$ cat src/rtl/coord_pkg.sv
// Shared definitions for the raster coordinate generator: FSM state encoding
// and the counter-width helper used to size the coordinate buses.
package coord_pkg;

    typedef enum logic {
        ST_IDLE = 1'b0,
        ST_RUN  = 1'b1
    } state_t;

    // Number of bits needed to encode 0..n-1; never less than one bit, so an
    // un-overridden (negative) size still yields a legal width.
    function automatic int log2_width(input int n);
        int w;
        w = 1;
        while ((1 << w) < n) begin
            w++;
        end
        return w;
    endfunction

endpackage

$ cat src/rtl/mod_counter.sv
// Modulo-MODULUS up-counter with a synchronous clear. The wrap output flags the
// increment that takes the count from MODULUS-1 back to zero, so two of these
// chain directly into a two-dimensional counter.
module mod_counter #(
    parameter int MODULUS = 2,
    parameter int BITW    = 1
) (
    input  logic            clock,
    input  logic            reset,
    input  logic            clr,
    input  logic            inc,
    output logic [BITW-1:0] count,
    output logic            wrap
);

    localparam logic [BITW-1:0] LAST = BITW'(MODULUS - 1);

    // A clear wins over an increment, so a clear never reports a wrap.
    assign wrap = inc && !clr && (count == LAST);

    // Count register: clear to zero, otherwise advance and wrap at MODULUS-1.
    always_ff @(posedge clock or posedge reset) begin
        // NOTE: registers use non-blocking assignments so every flop samples the
        // pre-edge values; blocking here would make results depend on block order.
        if (reset) begin
            count <= '0;
        end else if (clr) begin
            count <= '0;
        end else if (inc) begin
            count <= wrap ? '0 : count + 1'b1;
        end
    end

endmodule

$ cat src/rtl/raster_coord_gen.sv
// Raster coordinate generator: tags each valid pixel with its (line, column)
// position, frame-aligned by in_fsync, with one cycle of registered latency.
// Optional strict sync checking is enabled by defining RASTER_COORD_SYNC_CHECK_EN;
// without it out_sync_err is tied low and a missing frame sync is tolerated.
module raster_coord_gen
    import coord_pkg::*;
#(
    parameter int HEIGHT = -1,
    parameter int WIDTH  = -1,
    localparam int V_BITW = log2_width(HEIGHT),
    localparam int H_BITW = log2_width(WIDTH)
) (
    input  logic              clock,
    input  logic              reset,
    input  logic              in_valid,
    input  logic              in_fsync,
    output logic              out_valid,
    output logic [V_BITW-1:0] out_vcnt,
    output logic [H_BITW-1:0] out_hcnt,
    output logic              out_line_end,
    output logic              out_frame_end,
    output logic              out_sync_err
);

`ifdef RASTER_COORD_SYNC_CHECK_EN
    localparam bit SYNC_CHECK = 1'b1;
`else
    localparam bit SYNC_CHECK = 1'b0;
`endif

    localparam logic [V_BITW-1:0] V_LAST = V_BITW'(HEIGHT - 1);
    localparam logic [H_BITW-1:0] H_LAST = H_BITW'(WIDTH - 1);

    state_t            state;
    logic              start;
    logic              adv;
    logic              late;
    logic              emit;
    logic              h_wrap;
    logic              v_wrap;
    logic              at_origin;
    logic [V_BITW-1:0] next_v;
    logic [H_BITW-1:0] next_h;
`ifdef RASTER_COORD_SYNC_CHECK_EN
    logic              early;
`endif

    // The counters hold the position of the last emitted pixel and drive the
    // coordinate outputs directly, so they are already registered and hold
    // across in_valid gaps.
    mod_counter #(.MODULUS(WIDTH), .BITW(H_BITW)) u_hcnt (
        .clock (clock),
        .reset (reset),
        .clr   (start),
        .inc   (adv),
        .count (out_hcnt),
        .wrap  (h_wrap)
    );

    mod_counter #(.MODULUS(HEIGHT), .BITW(V_BITW)) u_vcnt (
        .clock (clock),
        .reset (reset),
        .clr   (start),
        .inc   (h_wrap),
        .count (out_vcnt),
        .wrap  (v_wrap)
    );

    // Last emitted pixel closed a frame, so the next expected position is (0,0).
    assign at_origin = (out_hcnt == H_LAST) && (out_vcnt == V_LAST);
    assign emit      = start | adv;

    // Classify the incoming pixel: frame start, ordinary advance, or late-sync drop.
    always_comb begin
        // NOTE: every signal gets a default before the branches; a path that
        // leaves one unassigned would infer a latch.
        start = 1'b0;
        adv   = 1'b0;
        late  = 1'b0;
`ifdef RASTER_COORD_SYNC_CHECK_EN
        early = 1'b0;
`endif
        if (in_valid) begin
            if (state == ST_IDLE) begin
                start = in_fsync;
            end else if (in_fsync) begin
                start = 1'b1;
`ifdef RASTER_COORD_SYNC_CHECK_EN
                early = !at_origin;
`endif
            end else if (at_origin && SYNC_CHECK) begin
                late = 1'b1;
            end else begin
                adv = 1'b1;
            end
        end
    end

    // Coordinates the counters will hold after this edge, for the end markers.
    always_comb begin
        next_h = out_hcnt;
        next_v = out_vcnt;
        if (start) begin
            next_h = '0;
            next_v = '0;
        end else if (adv) begin
            next_h = (out_hcnt == H_LAST) ? '0 : out_hcnt + 1'b1;
            if (out_hcnt == H_LAST) begin
                next_v = v_wrap ? '0 : out_vcnt + 1'b1;
            end
        end
    end

    // FSM and registered valid/end-marker outputs.
    always_ff @(posedge clock or posedge reset) begin
        if (reset) begin
            state         <= ST_IDLE;
            out_valid     <= 1'b0;
            out_line_end  <= 1'b0;
            out_frame_end <= 1'b0;
        end else begin
            out_valid     <= emit;
            out_line_end  <= emit && (next_h == H_LAST);
            out_frame_end <= emit && (next_h == H_LAST) && (next_v == V_LAST);
            if (start) begin
                state <= ST_RUN;
            end else if (late) begin
                state <= ST_IDLE;
            end
        end
    end

`ifdef RASTER_COORD_SYNC_CHECK_EN
    // Sticky sync-error flag: set on early or late frame sync, cleared only by reset.
    always_ff @(posedge clock or posedge reset) begin
        if (reset) begin
            out_sync_err <= 1'b0;
        end else if (early || late) begin
            out_sync_err <= 1'b1;
        end
    end
`else
    assign out_sync_err = 1'b0;
`endif

endmodule

$ cat config.mk
export PLATFORM = sky130hd
export DESIGN_NAME = raster_coord_gen
export DESIGN_NICKNAME = d
export VERILOG_FILES = /design/src/rtl/coord_pkg.sv /design/src/rtl/mod_counter.sv /design/src/rtl/raster_coord_gen.sv
export SDC_FILE = /design/constraint.sdc
export NUM_CORES = 1
export LEC_CHECK = 0
export ABC_CLOCK_PERIOD_IN_PS = 1050
export BUFFER_PORTS_ARGS = -buffer_cell sky130_fd_sc_hd__buf_2
export CELL_PAD_IN_SITES_DETAIL_PLACEMENT = 0
export CELL_PAD_IN_SITES_GLOBAL_PLACEMENT = 2
export CORE_AREA = 2 2 39 41
export CTS_CLUSTER_DIAMETER = 200
export DETAILED_ROUTE_END_ITERATION = 12
export DIE_AREA = 0 0 41 43
export PLACE_DENSITY = 0.6
export REMOVE_ABC_BUFFERS = 1
export SYNTH_ARGS = -nofsm -noshare
export SYNTH_HDL_FRONTEND = slang
export SYNTH_SLANG_ARGS = --single-unit
$ cat constraint.sdc
create_clock -name clock -period 1.05 [get_ports clock]
set_input_delay 0.0525 -clock clock [delete_from_list [all_inputs] [get_ports clock]]
set_output_delay 0.0525 -clock clock [all_outputs]
set_load 0.01 [all_outputs]
# After elaboration in Yosys (flattened, before gate mapping)

Cells that the tools add are included.

Bits in registers: 6
Output and inout bits: 6

Add/sub/neg operators: 2
Muxes and demuxes: 18
Bitwise logic cells: 5
Reductions and logical operators: 9

Operators by type and width:

| cell                                | count |
|---|---|
| 2-to-1 mux 1 bit                    | 18 |
| logical AND 1 bit                   | 6 |
| inverter 1 bit                      | 4 |
| nonzero test 2 bit                  | 2 |
| adder 1 bit (second input constant) | 2 |
| logical NOT 1 bit                   | 1 |
| OR 1 bit                            | 1 |

# Longest topological paths before layout

Gate-level depths: netlist of the first run.

Depth in word-level cells: 14
Mapped depth: 2
Mapped depth without buffers: 2

# Modules after synthesis

From an unflattened synthesis of the first run, not the netlist that was laid out.

Cell total of the unflattened synthesis: 24
Area, all modules: 257.7 sq um

Modules (own cells, without submodules):

| module           | times used | cells an instance | area each (sq um) | sequential area each (sq um) |
|---|---|---|---|---|
| raster_coord_gen | 1          | 16                | 170.2             | 100.1 |
| mod_counter      | 2          | 4                 | 43.8              | 25.0 |

# Worst setup path after synthesis of the first run

No wires, ideal clock.

Kind: register to register
Start: reg u_hcnt.count
End: reg u_vcnt.count
Data arrival time: 0.629 ns
Data required time: 0.930 ns
Path slack: 0.300 ns
Cell stages (with the launch flop): 2
Cells stage by stage: dfrtp_1 -> o211a_1

Cells in the longest elaborated chain, start to end: 7
Elaborated cells on any way between the ends: 8
Those cells by class: 3 x mux; 1 x bitwise; 4 x reduce/logical

Ends and longest elaborated chain:

| element                        | line              | source |
|---|---|---|
| start: declaration             | mod_counter.sv:12 | `output logic [BITW-1:0] count,` |
| start signal: assignment       | mod_counter.sv:30 | `count <= wrap ? '0 : count + 1'b1;` |
| inverter 1 bit (*)             | mod_counter.sv:19 | `assign wrap = inc && !clr && (count == LAST);` |
| logical AND 1 bit (*)          | mod_counter.sv:19 |  |
| logical AND 1 bit (2 in a row) | mod_counter.sv:19 |  |
| 2-to-1 mux 1 bit               | mod_counter.sv:30 |  |
| 2-to-1 mux 1 bit               | mod_counter.sv:29 | `end else if (inc) begin` |
| 2-to-1 mux 1 bit               | mod_counter.sv:27 | `end else if (clr) begin` |
| end signal: assignment         | mod_counter.sv:30 |  |
| end: declaration               | mod_counter.sv:12 |  |

Every way passes the cells marked *; elsewhere a longest branch is shown, timed or not. The select of a mux whose other input is x is not followed.
A chain may end at the register's enable or synchronous reset.

# Final worst setup path of the first run

Start: reg u_hcnt.count
End: out out_hcnt

RTL lines:

| element          | line                   | source |
|---|---|---|
| end: declaration | raster_coord_gen.sv:19 | `output logic [H_BITW-1:0] out_hcnt,` |

No word-level cell between the ends.

==> flow_summary_export.csv, run 1 <==
group,metric,value,unit
power_and_ir_drop,p_leak,0.0001788,uW
run_status,run_status,"completed",
place,place.gp.congestion,0.6617,
sta,skew,0.6668,ps
critical_path,required,1000,ps
floorplanning,die_area,1763,um^2
critical_path,worstPathArrival,790,ps
critical_path,worstPathCellList,"buf_2",
logic_synthesis,async_flop_share,1.000,
logic_synthesis,synth.most_common_cell,"dfrtp_1",
routing,drc_errors,0,
sta,setup_ws,203.9,ps
floorplanning,io_pins,10,
global_routing,grt_remaining_overflow,0,
critical_path,cp_num_buf_inv,1,
critical_path,path_class,"register to output pin",
global_routing,grt_pass1_wl,655,um
logic_synthesis,synth_area_per_cell,11.66,um^2
place,place_ws,252.2,ps
clock_network,root_buffer,"clkbuf_4",
clock_network,cts_resized,0,
routing,drt_iter0_drc,1,
logic_synthesis,synth-seq-cells,6,
floorplanning,die_y,43,um
clock_network,clk_pin_slew,40,ps
place,port_buffers,8,
sta,hold_viol,0,
final_layout,drive_above_1_share,0.4000,
critical_path,rr_worst_depth,2,
clock_network,clkSinkCount,6,
logic_synthesis,synth_edf_count,0,
critical_path,cp-end-kind,"output pin",
final_layout,area_growth,38.42,%
floorplanning,coreArea,1384,um^2
sta,fin_crit_sh,0.8058,
clock_network,clock_latency,240,ps
sta,fin_tns_setup,0,ps
routing,post_drt_via_cell_ratio,3.522,
global_routing,grt_max_degree,7,
logic_synthesis,yosys.area_share.adder,0,
place,numPlacedInstances,42,
routing,wl_per_cell,8.826,um
power_and_ir_drop,power_density,1569,nW/um^2
critical_path,cp.depth,1,
global_routing,grt_util_all_layers,0.06364,
place,hpwl,304.2,um
logic_synthesis,synth_mux_area_frac,0,
clock_network,cts_buffers,3,
logic_synthesis,synthSimpleGateAreaFrac,0.09040,
critical_path,critPathSlowestCell,"dfrtp_1",
clock_network,cts_tree,"built",
logic_synthesis,synth_top_family_by_area,"compound AO/OA/AOI/OAI gates",
critical_path,crit_family,"flip-flops",
routing,ant_nets,0,
floorplanning,die_x,41,um
sta,period_minus_slack,846.1,ps
global_routing,antenna_found_initial,0,
clock_network,postCtsSetupBuffers,0,
sta,slew_violations,0,
routing,drtPass1Iterations,2,
critical_path,path_max_fanout,4,
critical_path,cp_slowest_stage_delay,400,ps
critical_path,critPathLaunchType,"register",
final_layout,stdcell_count,46,
final_layout,antenna-diode-count,0,
routing,totalWireLength,406,um
logic_synthesis,synth_commonest_cells,"6 x dfrtp_1, 4 x inv_1, 2 x nand2_1",
logic_synthesis,yosysWarnings,0,
logic_synthesis,netlist.area_leader.share,0.6780,
global_routing,grt_pass1_vias,172,
routing,vias,162,
logic_synthesis,synth_compound_area_frac,0.1130,
sta,setup_viol,0,
clock_network,htree_levels,1,
final_layout,nets,36,
power_and_ir_drop,irDropWorstVdd,0.0004295,V
job,maxCapViolCount,0,
logic_synthesis,synth_cell_type_count,10,
hold_path,min_path_cells,3,
logic_synthesis,synth_flop_cell,"dfrtp_1",
sta,grt_setup_unrepaired,"false",
floorplanning,placementRows,14,
clock_network,cts_max_path_buffers,2,
hold_path,hold_path_class,"primary input to register",
sta,fmax,1182,MHz
logic_synthesis,yosysTopAreaCell,"dfrtp_1",
logic_synthesis,ys_seq_area_frac,0.6780,
logic_synthesis,synth-xor-area-share,0,
logic_synthesis,synthCells,19,
floorplanning,start_util,0.1600,
logic_synthesis,ys_top_cells_by_area,"dfrtp_1 68%, inv_1 6.8%, o211a_1 4.5%",
logic_synthesis,netlist_area,221.5,um^2
[cell type report]
class	count	area, um^2
tap	16	20.02
fill	150	1077
timing repair buffer	9	50.05
clock buffer	3	22.52
multi-input combinational	8	48.80
sequential	6	150.1
inverter	4	15.01
[sequential cells by signal (all words and copies together), names as in the netlist]
signal and flops:
out_frame_end 1, out_line_end 1, out_valid 1, state 1, u_vcnt.count 1, u_hcnt.count 1
[per-layer routing]
metal,routed length [um],vias to the layer above,track usage,part of all wire
li1,-,80,-,-
met1,188,71,0.06230,0.46
met2,164,11,0.08125,0.40
met3,53,0,0.04712,0.13
met4,0,0,0.06000,0
met5,0,-,0,0
[path summary, 6_finish.rpt]
path | from | endpoint | slack, ps
min in group asynchronous | reset | state$_DFFE_PP0P_ | 260
setup / recovery | u_hcnt.count$_DFFE_PP0P_ | out_hcnt | 200
setup reg to reg | state$_DFFE_PP0P_ | u_hcnt.count$_DFFE_PP0P_ | 240
hold reg to reg | u_vcnt.count$_DFFE_PP0P_ | out_frame_end$_DFF_PP0_ | 500
hold / removal | in_valid | out_line_end$_DFF_PP0_ | 70
max in group asynchronous | reset | u_vcnt.count$_DFFE_PP0P_ | 600
[through the flow]
stage | utilization | hold WS (ps) | total power [uW] | cell area, um^2
after global routing | 0.2215 | 93.03 | 519.2 | 306.5
after floorplan | - | -156.5 | 259.0 | 214.0
after detailed placement | 0.1980 | -23.89 | 275.3 | 274.0
after global placement | 0.1980 | -35.68 | 273.7 | 274.0
final | 0.2215 | 73.37 | 481.0 | 306.5
after CTS | 0.2215 | 59.62 | 500.0 | 306.5
[logic make-up after synthesis]
logic type,Yosys count
flip-flops,6
AND/OR/NAND/NOR,4
other,1
AO/OA/AOI/OAI,3
buffers and inverters,5
[repair_timing]
action / 4_1_cts / 5_1_grt
hold buffers: 1 / 0
endpoints found under the hold margin: 6 / 0
setup endpoints to repair: 0 / 0
[power by group]
group	switching (uW)	internal [uW]	leakage, uW	total [uW]
Combinational	20.8	14.0	0.0000933	34.8
Sequential	1.19	238	0.0000717	239
Clock	78.0	129	0.0000138	207
[layout by cell type, fill, tap and decap left out]
cell,instances
conb_1,1
and2_1,1
buf_2,8
nand2_1,2
dfrtp_1,6
dlygate4sd3_1,1
a31oi_1,1
o21ai_2,1
clkbuf_4,3
inv_1,4
nand2b_1,1
o211a_1,1
No activity file was read; power rests on OpenSTA's default activity.
==> run 2: changes to the inputs <==
--- a/config.mk
+++ b/config.mk
@@ -5,7 +5,8 @@
 export SDC_FILE = /design/constraint.sdc
 export NUM_CORES = 1
 export LEC_CHECK = 0
-export ABC_CLOCK_PERIOD_IN_PS = 1050
+export ABC_AREA = 1
+export ABC_CLOCK_PERIOD_IN_PS = 800
 export BUFFER_PORTS_ARGS = -buffer_cell sky130_fd_sc_hd__buf_2
 export CELL_PAD_IN_SITES_DETAIL_PLACEMENT = 0
 export CELL_PAD_IN_SITES_GLOBAL_PLACEMENT = 2
@@ -13,7 +14,7 @@
 export CTS_CLUSTER_DIAMETER = 200
 export DETAILED_ROUTE_END_ITERATION = 12
 export DIE_AREA = 0 0 41 43
-export PLACE_DENSITY = 0.6
+export PLACE_DENSITY = 0.65
 export REMOVE_ABC_BUFFERS = 1
 export SYNTH_ARGS = -nofsm -noshare
 export SYNTH_HDL_FRONTEND = slang
==> constraint.sdc (replaced) <==
create_clock -name clock -period 0.8 [get_ports clock]
set_input_delay 0.04 -clock clock [delete_from_list [all_inputs] [get_ports clock]]
set_output_delay 0.04 -clock clock [all_outputs]
set_load 0.01 [all_outputs]
==> run 2 against run 1 <==
  * The flow now finishes with violations (negative setup slack)
  * Sequential cell count is the same
  * Cell count up 15%
  * Design area grew 10%
  * Sequential share of layout area is 4.5 points lower
  * Wire length fell by 0.99%
  * Clock skew up 1.6 ps
  * First-iteration DRC count decreased by 100%
  * Global-route usage up 1.3 points
  * Via count rose by 15%
  * Combinational power is 89% higher
  * Critical path type unchanged
  * Critical endpoint unchanged
==> flow_summary_export.csv, run 2 <==
group,metric,value,unit
run_status,run_status,"finished, violations left",
run_status,violations,"negative setup slack",
final_layout,area_growth,35.00,%
floorplanning,die_x,41,um
clock_network,clk_pin_slew,40,ps
place,numPlacedInstances,49,
floorplanning,start_util,0.1808,
logic_synthesis,synth_commonest_cells,"6 x dfrtp_1, 4 x inv_1, 3 x nand2_1, 3 x nand2_2, 3 x nor2_1",
logic_synthesis,yosysWarnings,0,
floorplanning,die_area,1763,um^2
critical_path,cp_num_buf_inv,1,
place,port_buffers,8,
place,hpwl,329.6,um
clock_network,htree_levels,1,
hold_path,hold_path_class,"primary input to register",
critical_path,cp-end-kind,"output pin",
global_routing,grt_util_all_layers,0.07669,
clock_network,root_buffer,"clkbuf_4",
floorplanning,coreArea,1384,um^2
sta,hold_slack,106.5,ps
routing,totalWireLength,402,um
clock_network,postCtsSetupBuffers,0,
place,place_ws,16.11,ps
clock_network,clock_latency,240,ps
sta,hold_viol,0,
sta,skew,2.226,ps
sta,fmax,1229,MHz
critical_path,r2r_start,"state$_DFFE_PP0P_",
final_layout,layout_commonest_cell,"buf_2",
final_layout,drive_above_1_share,0.5135,
clock_network,clkSinkCount,6,
sta,grt_setup_unrepaired,"true",
critical_path,rrSetupSlack,20,ps
hold_path,min_path_cells,4,
logic_synthesis,synth_area_per_cell,9.625,um^2
critical_path,path_max_fanout,3,
global_routing,grt_remaining_overflow,0,
critical_path,rr_worst_depth,5,
routing,wl_per_cell,7.585,um
clock_network,cts_max_path_buffers,2,
sta,period_minus_slack,813.6,ps
critical_path,critPathSlowestCell,"dfrtp_1",
job,maxCapViolCount,0,
critical_path,worstPathArrival,770,ps
routing,drtPass1Iterations,1,
final_layout,antenna-diode-count,0,
floorplanning,placementRows,14,
clock_network,cts_buffers,3,
logic_synthesis,netlist.area_leader.share,0.6000,
logic_synthesis,synth_cell_type_count,11,
routing,vias,187,
routing,drt_iter0_drc,0,
critical_path,crit_family,"flip-flops",
global_routing,grt_pass1_vias,203,
floorplanning,io_pins,10,
logic_synthesis,synth_flop_cell,"dfrtp_1",
critical_path,path_class,"register to output pin",
power_and_ir_drop,power_density,1911,nW/um^2
hold_path,hp-start,"in_fsync",
routing,post_drt_via_cell_ratio,3.528,
sta,slew_violations,0,
clock_network,cts_tree,"built",
power_and_ir_drop,irDropWorstVdd,0.0003362,V
routing,drc_errors,0,
critical_path,worstPathCellList,"buf_2",
global_routing,grt_max_degree,7,
place,place.gp.congestion,0.7197,
logic_synthesis,yosysTopAreaCell,"dfrtp_1",
logic_synthesis,ys_seq_area_frac,0.6000,
logic_synthesis,synth.most_common_cell,"dfrtp_1",
power_and_ir_drop,p_leak,0.0001824,uW
routing,ant_nets,0,
critical_path,critPathLaunchType,"register",
logic_synthesis,synth-seq-cells,6,
floorplanning,die_y,43,um
sta,setup_ws,-13.64,ps
sta,setup_viol,1,
final_layout,final_cell_mix,"8 x buf_2, 6 x dfrtp_1, 4 x inv_1",
final_layout,stdcell_count,53,
sta,fin_crit_sh,1.017,
hold_path,hold_path_end,"out_frame_end$_DFF_PP0_",
logic_synthesis,async_flop_share,1.000,
final_layout,final.fill_count,158,
critical_path,cp_slowest_stage_delay,390,ps
critical_path,required,760,ps
logic_synthesis,ys_top_cells_by_area,"dfrtp_1 60%, nand2_2 7.5%, inv_1 6.0%",
logic_synthesis,netlist_area,250.2,um^2
critical_path,regToRegEndpoint,"u_vcnt.count$_DFFE_PP0P_",
logic_synthesis,synthCells,26,
logic_synthesis,synth_edf_count,0,
global_routing,antenna_found_initial,0,
global_routing,grt_pass1_wl,772,um
sta,fin_tns_setup,-13.64,ps
final_layout,nets,43,
## run 2: changes by cell type in the layout (fill, tap and decap cells not counted), sizes merged, moves of 2 or more
cell	previous run	this run
nor2	0	3
inv	4	6
nand2	2	7
a21oi	0	2
## run 2: power breakdown
group,switching (uW),leakage (uW),total [uW],internal [uW]
sequential,1.83,0.0000696,316,314
clock,95.0,0.0000138,264,169
combinational,40.1,0.0000990,65.8,25.6
## run 2: what timing repair did
action	CTS	global route
pin swaps	0	0
gates resized for setup	0	1
setup endpoints to repair	1	5
hold endpoints to repair	6	0
hold buffers	1	0
## run 2: cell type report
class                           instances  area, um^2  area share
Timing Repair Buffer                    9       50.05      0.1481
Multi-Input combinational cell         13       72.57      0.2148
Inverter                                6       22.52     0.06667
Clock buffer                            3       22.52     0.06667
Sequential cell                         6       150.1      0.4444
Tap cell                               16       20.02     0.05926
## run 2: per-stage QoR
step,total power [uW],area (um^2),utilization
2_1_floorplan,358.8,242.7,-
4_1_cts,661.8,335.3,0.2423
5_1_grt,693.2,337.8,0.2441
3_5_place_dp,383.1,302.8,0.2188
6_report,645.6,337.8,0.2441
3_3_place_gp,382.9,302.8,0.2188
## run 2: routing by layer
layer | vias up | wire length [um] | global-route usage
li1 | 93 | - | -
met1 | 85 | 133 | 0.07190
met2 | 7 | 211 | 0.08750
met3 | 2 | 37 | 0.02618
met4 | 0 | 20 | 0.1400
met5 | - | 0 | 0
## run 2: kinds of logic (layout without fill, tap and decap cells)
group	count (synthesis)	after routing	synth area share
simple gates	10	10	0.2100
buf+inv	7	18	0.1200
flops	6	6	0.6000
compound gates	2	2	0.05499
other cells	1	1	0.01499
## run 2: how the worst max path moves through the flow
stage / from / end / slack, ps / cells past startpoint
floorplan: u_hcnt.count$_DFFE_PP0P_ / u_vcnt.count$_DFFE_PP0P_ / 2 / 4
global placement: u_hcnt.count$_DFFE_PP0P_ / u_vcnt.count$_DFFE_PP0P_ / 20 / 4
detailed placement: u_hcnt.count$_DFFE_PP0P_ / u_vcnt.count$_DFFE_PP0P_ / 20 / 4
CTS: u_hcnt.count$_DFFE_PP0P_ / out_hcnt / -20 / 1
global route: state$_DFFE_PP0P_ / u_vcnt.count$_DFFE_PP0P_ / -60 / 5
finish: u_hcnt.count$_DFFE_PP0P_ / out_hcnt / -10 / 1
==> run 3: changes to the inputs <==
--- a/config.mk
+++ b/config.mk
@@ -9,12 +9,12 @@
 export ABC_CLOCK_PERIOD_IN_PS = 800
 export BUFFER_PORTS_ARGS = -buffer_cell sky130_fd_sc_hd__buf_2
 export CELL_PAD_IN_SITES_DETAIL_PLACEMENT = 0
-export CELL_PAD_IN_SITES_GLOBAL_PLACEMENT = 2
+export CELL_PAD_IN_SITES_GLOBAL_PLACEMENT = 1
 export CORE_AREA = 2 2 39 41
 export CTS_CLUSTER_DIAMETER = 200
 export DETAILED_ROUTE_END_ITERATION = 12
 export DIE_AREA = 0 0 41 43
-export PLACE_DENSITY = 0.65
+export PLACE_DENSITY = 0.56
 export REMOVE_ABC_BUFFERS = 1
 export SYNTH_ARGS = -nofsm -noshare
 export SYNTH_HDL_FRONTEND = slang
==> run 3 against run 2 <==
  * The run still ends with negative setup slack left
  * Critical path depth did not move
  * First-iteration DRC count rose by 2
  * Via count fell by 10%
  * Hold slack improved by 1.2 ps
  * Register-to-register slack barely moved
  * Critical endpoint unchanged
  * Largest cell class unchanged
==> flow_summary_export.csv, run 3 (synthesized netlist as in run 2, its figures left out) <==
group,metric,value,unit
final_layout,nets,43,
routing,wl_per_cell,8.038,um
global_routing,antenna_found_initial,0,
clock_network,clock_latency,240,ps
critical_path,critPathLaunchType,"register",
routing,drtPass1Iterations,2,
sta,fin_tns_setup,-17.57,ps
critical_path,path_max_fanout,3,
sta,grt_setup_unrepaired,"true",
routing,maxUsedRoutingLayer,"met3",
routing,totalWireLength,426,um
critical_path,cp-end-kind,"output pin",
hold_path,hold_path_class,"primary input to register",
final_layout,stdcell_count,53,
power_and_ir_drop,p_leak,0.0001849,uW
critical_path,worstPathArrival,780,ps
clock_network,htree_levels,1,
place,numPlacedInstances,49,
sta,setup_ws,-17.57,ps
sta,fin_crit_sh,1.022,
floorplanning,coreArea,1384,um^2
routing,vias,168,
clock_network,postCtsSetupBuffers,0,
final_layout,final_core_util,0.2604,
routing,post_drt_via_cell_ratio,3.170,
floorplanning,io_pins,10,
sta,skew,6.919,ps
sta,period_minus_slack,817.6,ps
critical_path,critPathSlowestCell,"dfrtp_1",
floorplanning,die_x,41,um
sta,slew_violations,0,
critical_path,required,760,ps
critical_path,worstPathCellList,"buf_6",
routing,drt_iter0_drc,2,
critical_path,cp_slowest_stage_delay,400,ps
floorplanning,placementRows,14,
floorplanning,die_y,43,um
clock_network,cts_buffers,3,
final_layout,final_cell_mix,"6 x dfrtp_1, 5 x buf_2, 4 x inv_1",
run_status,run_status,"finished, violations left",
final_layout,area_growth,44.00,%
global_routing,grt_max_degree,7,
clock_network,clk_pin_slew,50,ps
clock_network,root_buffer,"clkbuf_4",
critical_path,path_class,"register to output pin",
global_routing,grt_pass1_vias,176,
power_and_ir_drop,power_density,1859,nW/um^2
routing,wl_met1,226,um
routing,ant_nets,0,
sta,hold_viol,0,
job,maxCapViolCount,0,
final_layout,antenna-diode-count,0,
floorplanning,start_util,0.1808,
clock_network,cts_max_path_buffers,2,
sta,hold_slack,107.7,ps
global_routing,grt_util_all_layers,0.06956,
place,port_buffers,8,
final_layout,final.fill_count,147,
place,place.gp.congestion,0.6642,
final_layout,layout_commonest_cell,"dfrtp_1",
routing,drc_errors,0,
critical_path,crit_family,"flip-flops",
floorplanning,die_area,1763,um^2
power_and_ir_drop,irDropWorstVdd,0.0008287,V
global_routing,grt_remaining_overflow,0,
final_layout,drive_above_1_share,0.5405,
sta,fmax,1223,MHz
run_status,violations,"negative setup slack",
routing,dr_wl_met2,149,um
sta,setup_viol,1,
global_routing,grt_pass1_wl,731,um
clock_network,clkSinkCount,6,
critical_path,cp_num_buf_inv,1,
routing,route.met3.wl,49,um
clock_network,cts_tree,"built",
place,hpwl,317.6,um
run 3: final cells by class:
cell class	instances	area, um^2	area share
sequential	6	150.1	0.4167
tap	16	20.02	0.05556
multi-input combinational	13	76.32	0.2118
clock buffer	3	22.52	0.06250
timing repair buffer	9	68.82	0.1910
inverter	6	22.52	0.06250
run 3: worst paths after layout:
kind | to | cells after the start | slack, ps | startpoint
worst max register to register | u_vcnt.count$_DFFE_PP0P_ | 5 | 10 | state$_DFFE_PP0P_
min in group asynchronous | out_line_end$_DFF_PP0_ | 3 | 250 | reset
worst max-delay path | out_hcnt | 1 | -20 | u_hcnt.count$_DFFE_PP0P_
worst min-delay path | out_line_end$_DFF_PP0_ | 3 | 110 | in_valid
worst min register to register | state$_DFFE_PP0P_ | 2 | 480 | state$_DFFE_PP0P_
max in group asynchronous | out_frame_end$_DFF_PP0_ | 3 | 340 | reset
run 3: repair_timing:
item,CTS,global route
pin swaps,0,1
hold endpoints to repair,6,0
resized for setup,0,5
endpoints found under the setup margin,2,5
hold buffers,1,0
run 3: tightest hold or removal path: cells and delay by family:
family | cells | cell delay, ps
and+or+nand+nor | 2 | 150
buffers and inverters | 1 | 120
run 3: metal layers:
metal / GRT usage / up-vias
li1: - / 93
met4: 0.02000 / 0
met1: 0.08469 / 67
met2: 0.07500 / 8
met5: 0 / -
met3: 0.08377 / 0
run 3: through the flow:
| stage | setup slack (ps) | instance area [um^2] | power [uW] |
|---|---|---|---|
| floorplan | 1.522 | 242.7 | 358.8 |
| global placement | 5.952 | 302.8 | 384.2 |
| detailed placement | 8.236 | 302.8 | 384.2 |
| CTS | -22.19 | 335.3 | 678.5 |
| global route | -70.89 | 360.3 | 710.7 |
| finish | -17.57 | 360.3 | 669.8 |
run 3: where the power goes:
part / switching, uW / internal, uW / total (uW)
clock: 111 / 170 / 281
combinational: 42.3 / 29.8 / 72.2
sequential: 2.70 / 314 / 317
total: 156 / 514 / 670
